[src/rtl/riscv_div_pkg.sv]
// Shared encodings for the RV32M iterative divider: funct3 opcodes, FSM states
// and the most-negative 32-bit integer used for overflow detection.
package riscv_div_pkg;

    localparam logic [2:0] F3_DIV  = 3'b100;
    localparam logic [2:0] F3_DIVU = 3'b101;
    localparam logic [2:0] F3_REM  = 3'b110;
    localparam logic [2:0] F3_REMU = 3'b111;

    localparam logic [31:0] INT_MIN = 32'h8000_0000;

    typedef enum logic [1:0] {
        IDLE = 2'd0,
        CALC = 2'd1,
        DONE = 2'd2
    } div_state_t;

endpackage

[src/rtl/div_step_32.sv]
// One radix-2 restoring division step: shift {rem, quo} left, trial-subtract
// the divisor, keep the difference and set the quotient LSB when no borrow.
module div_step_32 (
    input  logic [31:0] rem,
    input  logic [31:0] quo,
    input  logic [31:0] divisor,
    output logic [31:0] rem_next,
    output logic [31:0] quo_next
);

    logic [32:0] shifted;
    logic [32:0] trial;
    logic        borrow;

    // rem < divisor always holds, so a set shifted[32] means the subtraction
    // cannot underflow and bit 32 of the 33-bit difference is a true borrow.
    assign shifted  = {rem, quo[31]};
    assign trial    = shifted - {1'b0, divisor};
    assign borrow   = trial[32];
    assign rem_next = borrow ? shifted[31:0] : trial[31:0];
    assign quo_next = {quo[30:0], ~borrow};

endmodule

[src/rtl/riscv_divider_32.sv]
// Iterative RV32M DIV/DIVU/REM/REMU unit: 32 restoring steps on magnitudes,
// sign fix-up on the final load, single-cycle fast path for b==0 and overflow.
module riscv_divider_32
    import riscv_div_pkg::*;
#(
    parameter int XLEN = 32
) (
    input  logic            clk,
    input  logic            reset_n,
    input  logic            start,
    input  logic [2:0]      funct3,
    input  logic [XLEN-1:0] a,
    input  logic [XLEN-1:0] b,
    input  logic            flush,
    output logic            busy,
    output logic            done,
    output logic [XLEN-1:0] result
);

    div_state_t  state_reg;
    logic [4:0]  cnt_reg;
    logic [31:0] rem_reg;
    logic [31:0] quo_reg;
    logic [31:0] dvsr_reg;
    logic [2:0]  f3_reg;
    logic        neg_reg;
    logic        busy_reg;
    logic        done_reg;
    logic [31:0] result_reg;

    logic        is_signed;
    logic        is_rem;
    logic [31:0] a_mag;
    logic [31:0] b_mag;
    logic        div_zero;
    logic        overflow;
    logic [31:0] fast_result;
    logic        neg_next;

    logic [31:0] step_rem;
    logic [31:0] step_quo;
    logic        f3_is_rem;
    logic [31:0] final_mag;
    logic [31:0] final_result;

    // Undefined funct3 encodings fall through to DIVU behaviour.
    assign is_signed   = (funct3 == F3_DIV) || (funct3 == F3_REM);
    assign is_rem      = (funct3 == F3_REM) || (funct3 == F3_REMU);
    assign a_mag       = (is_signed && a[31]) ? -a : a;
    assign b_mag       = (is_signed && b[31]) ? -b : b;
    assign div_zero    = (b == '0);
    assign overflow    = is_signed && (a == INT_MIN) && (&b);
    assign fast_result = div_zero ? (is_rem ? a : '1) : (is_rem ? '0 : INT_MIN);
    assign neg_next    = is_signed && (is_rem ? a[31] : (a[31] ^ b[31]));

    div_step_32 u_step (
        .rem      (rem_reg),
        .quo      (quo_reg),
        .divisor  (dvsr_reg),
        .rem_next (step_rem),
        .quo_next (step_quo)
    );

    assign f3_is_rem    = (f3_reg == F3_REM) || (f3_reg == F3_REMU);
    assign final_mag    = f3_is_rem ? step_rem : step_quo;
    assign final_result = neg_reg ? -final_mag : final_mag;

    always_ff @(posedge clk or negedge reset_n) begin
        if (!reset_n) begin
            state_reg  <= IDLE;
            cnt_reg    <= '0;
            rem_reg    <= '0;
            quo_reg    <= '0;
            dvsr_reg   <= '0;
            f3_reg     <= '0;
            neg_reg    <= 1'b0;
            busy_reg   <= 1'b0;
            done_reg   <= 1'b0;
            result_reg <= '0;
        end else if (flush) begin
            state_reg <= IDLE;
            busy_reg  <= 1'b0;
            done_reg  <= 1'b0;
        end else begin
            case (state_reg)
                IDLE, DONE: begin
                    done_reg <= 1'b0;
                    if (start) begin
                        f3_reg  <= funct3;
                        neg_reg <= neg_next;
                        if (div_zero || overflow) begin
                            result_reg <= fast_result;
                            done_reg   <= 1'b1;
                            state_reg  <= DONE;
                        end else begin
                            rem_reg   <= '0;
                            quo_reg   <= a_mag;
                            dvsr_reg  <= b_mag;
                            cnt_reg   <= 5'd31;
                            busy_reg  <= 1'b1;
                            state_reg <= CALC;
                        end
                    end else begin
                        state_reg <= IDLE;
                    end
                end
                CALC: begin
                    rem_reg <= step_rem;
                    quo_reg <= step_quo;
                    cnt_reg <= cnt_reg - 5'd1;
                    if (cnt_reg == 5'd0) begin
                        result_reg <= final_result;
                        busy_reg   <= 1'b0;
                        done_reg   <= 1'b1;
                        state_reg  <= DONE;
                    end
                end
                default: state_reg <= IDLE;
            endcase
        end
    end

    assign busy   = busy_reg;
    assign done   = done_reg;
    assign result = result_reg;

endmodule

[config.mk]
export PLATFORM = sky130hd
export DESIGN_NAME = riscv_divider_32
export DESIGN_NICKNAME = d
export VERILOG_FILES = /design/src/rtl/riscv_div_pkg.sv /design/src/rtl/div_step_32.sv /design/src/rtl/riscv_divider_32.sv
export SDC_FILE = /design/constraint.sdc
export NUM_CORES = 1
export LEC_CHECK = 0
export ABC_CLOCK_PERIOD_IN_PS = 7300
export CORE_MARGIN = 1
export CORE_UTILIZATION = 60
export CTS_CLUSTER_SIZE = 10
export DETAILED_ROUTE_END_ITERATION = 10
export DONT_BUFFER_PORTS = 1
export PLACE_DENSITY = 0.86
export SLEW_MARGIN = 10
export SYNTH_ARGS = -nofsm -noshare
export SYNTH_HDL_FRONTEND = slang
export SYNTH_HIERARCHICAL = 1
export SYNTH_SLANG_ARGS = --single-unit
[constraint.sdc]
create_clock -name clk -period 7.3 [get_ports clk]
set_input_delay 0.73 -clock clk [delete_from_list [all_inputs] [get_ports clk]]
set_output_delay 0.73 -clock clk [all_outputs]
set_load 0.005 [all_outputs]
==> flow_summary.ini, run 1 <==
[status]
status = finished clean

[setup_path]
reg2regPathDepth = 20
reg2reg_to = result[22]
crit_path_end = result[22]
cp-startpoint = quo_reg[31]
crit_type = reg2reg
cp.required_ps = 7620
reg2reg_from = quo_reg[31]
end_kind = flop
start_kind = flop
worstPathMaxFanout = 26
arrival_ps = 6510
reg2reg_slack_ps = 1110

[sta]
finalHoldViolations = 0
finalCriticalPeriod_ps = 6190
fin_skew_ps = 14.9
rsz0062_at_grt = no
finalSetupViolCount = 0
timing.setup.tns_ps = 0
fmax_mhz = 161
fin_crit_sh = 0.848
tightest_slew_ps = 1000
slew_headroom = 0.315
slew_viol_final = 0
finalWorstSetupSlack_ps = 1110

[logic_synthesis]
yosys-top-cells-area = dfrtp_1, nand2_1, a21oi_1, nor2_1, xnor2_1
synth_top_cells_by_count = nand2_1, dfrtp_1, nor2_1
ys_seq_area_frac = 0.300
yosysTopAreaCell = dfrtp_1
synth_cells = 1433
yosysWarnings = 6
ys.flop_type = dfrtp_1
synth_cell_type_count = 94
syn_avg_cell_area_um2 = 8.16
syn_area_um2 = 11700
syn_nets = 1543
ys_ff_latch = 140
synth_edf_count = 0
synthArstFlopShare = 1.00
synth_most_common_cell = nand2_1
synth_top_area_share = 0.300

[placement]
place.port_buffers = 0
dp_hpwl_mm = 25.3
place.gp.congestion = 0.951
place_ws_ps = 1340

[floorplanning]
die_y_um = 142
die_x_um = 142
num_rows = 50
pin_count = 105
start_util = 0.619
fp.coreArea_um2 = 18900
die-area_um2 = 20000

[grt]
antenna_found_initial = 0
track_usage = 0.356
grt_pass1_vias = 10100
grt_pass1_wl_mm = 54.9
grt_max_degree = 84
grt_overflow = 0

[power_and_ir_drop]
power_density_nw_per_um2 = 244
p_switching_w = 0.00110
pwr-share-clk = 0.315
switching_share = 0.374
power_w = 0.00295
seq_power_share = 0.371
p_leak_nw = 5.44
vdd_drop_max_uv = 159
p_int_w = 0.00185
p_comb_frac = 0.314

[cts]
cts_htree_levels = 4
cts_root_buf = clkbuf_16
path_clk_slew_ps = 60
numCtsBuffers = 17
cts_tree = built
post_cts_buffers = 0
clk_path_buf_depth = 2
clock_sinks = 140
worst_skew_pair.late_latency_ps = 440

[layout]
nets = 1462
areaGrowthSynthToFinish_pct = 3.43
layout-drive-gt1-share = 0.0806
diodes = 0

[hold_path]
hold_path_class = in2async

[drt]
drc = 0
viasPerCell = 6.72
via_count = 10900
wire_per_inst_um = 21.5
firstDrtPassIters = 5
wl_mm = 34.9
first_iter_violations = 1322
antenna_left = 0

[job]
maxCapViolations = 0
placed cells by master (no fill, tap or decap), types with 10 or more instances in the layout:
cell | netlist | routed
a211oi_1 | 18 | 18
a21o_1 | 15 | 15
a21oi_1 | 125 | 125
a221o_1 | 10 | 10
a31oi_1 | 25 | 25
and3_1 | 10 | 10
buf_4 | 35 | 13
clkbuf_16 | 0 | 17
dfrtp_1 | 140 | 140
ha_1 | 38 | 38
inv_1 | 52 | 52
mux2_2 | 14 | 14
mux2_4 | 19 | 19
mux2i_1 | 35 | 35
nand2_1 | 167 | 167
nand3_1 | 62 | 62
nand4_1 | 21 | 21
nor2_1 | 138 | 138
nor3_1 | 24 | 24
nor4_1 | 12 | 12
o21a_1 | 15 | 15
o21ai_0 | 75 | 75
o21ai_1 | 23 | 23
o31ai_1 | 16 | 16
xnor2_1 | 59 | 59
xor2_1 | 54 | 54
worst min path at each step:
stage | start | endpoint
global route | reset_n | rem_reg[18]
global placement | reset_n | dvsr_reg[22]
floorplan | reset_n | busy
detailed placement | reset_n | dvsr_reg[23]
finish | reset_n | rem_reg[18]
CTS | reset_n | rem_reg[17]
critical path, stage by stage, from the launching register on:
cell	delay, ps
dfrtp_1	360
inv_1	50
ha_1	220
fa_1	470
and2b_1	260
o2111ai_2	140
a21oi_2	230
o211ai_2	160
a211oi_4	320
nor2_4	100
mux2i_4	340
and2_4	320
inv_8	130
mux2_4	330
or4bb_1	530
o2bb2ai_1	190
a2111oi_0	890
o21ai_0	320
o21ai_0	280
xor2_1	100
a221o_1	320
cell families after synthesis:
logic type,share of synthesized area
DFF,0.300
xor gates and xnor gates,0.0847
adders and majority gates,0.0424
AOI/OAI and AO/OA,0.212
buffers and inverters,0.0800
and+or+nand+nor,0.211
muxes,0.0698
timing repair:
| item | in CTS | in global routing |
|---|---|---|
| hold endpoints to repair | 83 | 0 |
| hold buffers | 3 | 0 |
| resized for setup | 0 | 0 |
power groups by stage:
| stage | logic, W | registers (W) | clock network (W) |
|---|---|---|---|
| CTS | 0.000909 | 0.00109 | 0.000924 |
| detailed placement | 0.000882 | 0.00110 | 0 |
| finish | 0.000927 | 0.00110 | 0.000928 |
| floorplan | 0.000811 | 0.00102 | 0 |
| global route | 0.00101 | 0.00111 | 0.000965 |
| global placement | 0.000868 | 0.00110 | 0 |
layout make-up:
class	instances	area, um^2
multi-input cells	1123	7270
fillers	1626	6800
flip-flops and latches	140	3500
clock buffers	19	453
well taps	260	325
inverters	54	210
clock inverters	12	163
repair buffers	16	163
routing by layer:
metal  up-vias  global-route usage  wire (um)
met1      5299               0.479      14500
met2       554               0.555      16200
met4         0               0.161       1480
met3       107              0.0699       2750
li1       4946                   -          -
met5         -                   0          0
stage by stage:
stage          area (um^2)  hold slack, ps  instances   util
3_5_place_dp         11400             444       1590  0.604
5_1_grt              12100             166       1624  0.640
3_3_place_gp         11400             444       1590  0.604
6_report             12100             155       1624  0.640
2_1_floorplan        11700             434       1433      -
4_1_cts              12100             165       1624  0.640
Power figures use the tool's default switching activity.
==> run 2, diff against run 1 <==
Settings changed: ABC_AREA set to 1, ABC_CLOCK_PERIOD_IN_PS 7300 to 5600, PLACE_DENSITY 0.86 to 0.89.
Clock period 7.3 ns to 5.6 ns, I/O delays scaled along.
==> run 2 against run 1 <==
Worst hold slack got worse by 60 ps. Sequential power grew 30%. Global-route usage is 6.2 points higher. Core utilization shrank 0.84 points. Wire length increased by 37%. Sequential cell count stayed put. Die area is 16% higher. Clock power grew 25%. Non-clock buffer count down 6. First-iteration DRC count rose by 49%. Largest cell class unchanged. Register-to-register slack gained 400 ps. Critical path depth rose by 6.
==> flow_summary.ini, run 2 <==
[logic_synthesis]
yosys-top-cells-area = nand2_1, dfrtp_1, inv_1, nand3_1, nor2_1
synth_top_area_share = 0.260
synth_edf_count = 0
syn_nets = 2431
synth_cells = 2321
syn_area_um2 = 13600
syn_avg_cell_area_um2 = 5.85
ys_seq_area_frac = 0.258
yosysWarnings = 6
synthArstFlopShare = 1.00
ys_ff_latch = 140
synth_top_cells_by_count = nand2_1, inv_1, nor2_1
ys.flop_type = dfrtp_1
yosysTopAreaCell = nand2_1
synth_most_common_cell = nand2_1
synth_cell_type_count = 49

[status]
status = finished clean

[hold_path]
hold_path_class = in2async

[sta]
rsz0062_at_grt = no
fin_crit_sh = 0.731
finalHoldViolations = 0
finalCriticalPeriod_ps = 4090
finalSetupViolCount = 0
fmax_mhz = 244
slew_viol_final = 0
timing.setup.tns_ps = 0
tightest_slew_ps = 1050
slew_headroom = 0.298
fin_skew_ps = 13.5

[cts]
numCtsBuffers = 17
cts_htree_levels = 4
cts_hold_buf = 1
clock_sinks = 140
cts_tree = built
cts_resized = 0
post_cts_buffers = 0
path_clk_slew_ps = 70
cts_root_buf = clkbuf_16
clk_path_buf_depth = 2
worst_skew_pair.late_latency_ps = 440

[drt]
wl_met1_mm = 20.3
routed.top_layer = met5
drc = 0
met3WireLength_mm = 5.78
wl_mm = 47.7
wire_per_inst_um = 18.8
firstDrtPassIters = 9
via_count = 14700
antenna_left = 0
wl_met2_mm = 19.9
viasPerCell = 5.79
first_iter_violations = 1974

[setup_path]
arrival_ps = 4410
cp.required_ps = 5920
cp-startpoint = quo_reg[31]
crit_type = reg2reg
start_kind = flop
reg2reg_from = quo_reg[31]
worstPathMaxFanout = 34
end_kind = flop

[grt]
grt_max_degree = 141
grt_overflow = 0
grt_pass1_vias = 13500
antenna_found_initial = 1
track_usage = 0.418
grt_pass1_wl_mm = 75.0

[placement]
dp_hpwl_mm = 37.2
place_area_um2 = 13300
dp.cells = 2503
place.gp.congestion = 1.02
place.port_buffers = 0

[power_and_ir_drop]
power_density_nw_per_um2 = 313
p_leak_nw = 7.62
vdd_drop_max_uv = 198

[layout]
multi_input_area_um2 = 8270
nets = 2353
mostFrequentLayoutCell = nand2_1
fill_cells = 2183
layout-drive-gt1-share = 0.0412
final_cell_mix = nand2_1, inv_1, nor2_1
seq_area_um2 = 3500
diodes = 0
instances_no_fill = 2536
areaGrowthSynthToFinish_pct = 2.48
fin_area_um2 = 13900

[floorplanning]
die_x_um = 152
start_util = 0.616
die_y_um = 152
num_rows = 54
pin_count = 105
fp.coreArea_um2 = 22000
die-area_um2 = 23200

[job]
maxCapViolations = 0
==> run 2: worst paths after layout <==
kind                                 to  slack (ps)  cells after the start
setup / recovery             result[18]        1510                     26
hold / removal                     busy          90                      1
setup reg to reg             result[18]        1510                     26
hold reg to reg            dvsr_reg[28]         480                      2
max in group asynchronous    result[20]        4930                      1
min in group clk              f3_reg[1]         240                      2
==> run 2: per-stage QoR <==
stage | setup WS (ps) | hold WS, ps | total power (W) | util
floorplan | 2170 | 264 | 0.00268 | -
global placement | 1760 | 275 | 0.00308 | 0.604
detailed placement | 1600 | 275 | 0.00311 | 0.604
CTS | 1560 | 164 | 0.00428 | 0.631
global route | 1120 | 181 | 0.00460 | 0.631
finish | 1510 | 94.8 | 0.00436 | 0.631
==> run 2: per-layer routing <==
layer | up-vias | track usage
li1 | 7045 | -
met1 | 6702 | 0.584
met2 | 823 | 0.607
met3 | 119 | 0.123
met4 | 2 | 0.156
met5 | - | 0
==> run 2: critical path: stages (launching register included) <==
cell	delay, ps
dfrtp_1	370
inv_1	60
ha_1	220
fa_1	470
inv_1	120
nand2_1	60
nand2_1	70
nand3_1	70
nand2_2	110
nand2_1	70
nand2_2	80
nand2_2	70
nand3_1	130
nand2_4	240
nand2_1	130
nand2_1	90
o21ai_1	310
ha_1	260
nand2_1	110
nand2_1	180
nand3_2	180
nor2_4	200
nand2_1	80
nand2_1	60
nand3_1	60
nand3_1	110
nand2_1	70
==> run 2: where the power goes <==
group          internal, W  switching, W  total [W]
clock network     0.000632      0.000524    0.00116
registers          0.00122      0.000205    0.00143
logic             0.000504       0.00127    0.00178
==> run 2: area by class of cell <==
type	instances	share of cell area
clock buffers	18	0.0309
clock inverters	14	0.0109
inverters	296	0.0799
multi-input cells	1778	0.594
flip-flops and latches	140	0.252
well taps	280	0.0252
repair buffers	10	0.00684
==> run 2: cell families (layout without fill, tap and decap cells) <==
kind of cell	after synthesis	after routing	share of synthesized area
AOI/OAI and AO/OA	225	225	0.0887
xor gates and xnor gates	59	59	0.0381
adders and majority gates	39	39	0.0365
buffers and inverters	403	338	0.133
DFF	140	140	0.258
and+or+nand+nor	1455	1455	0.446
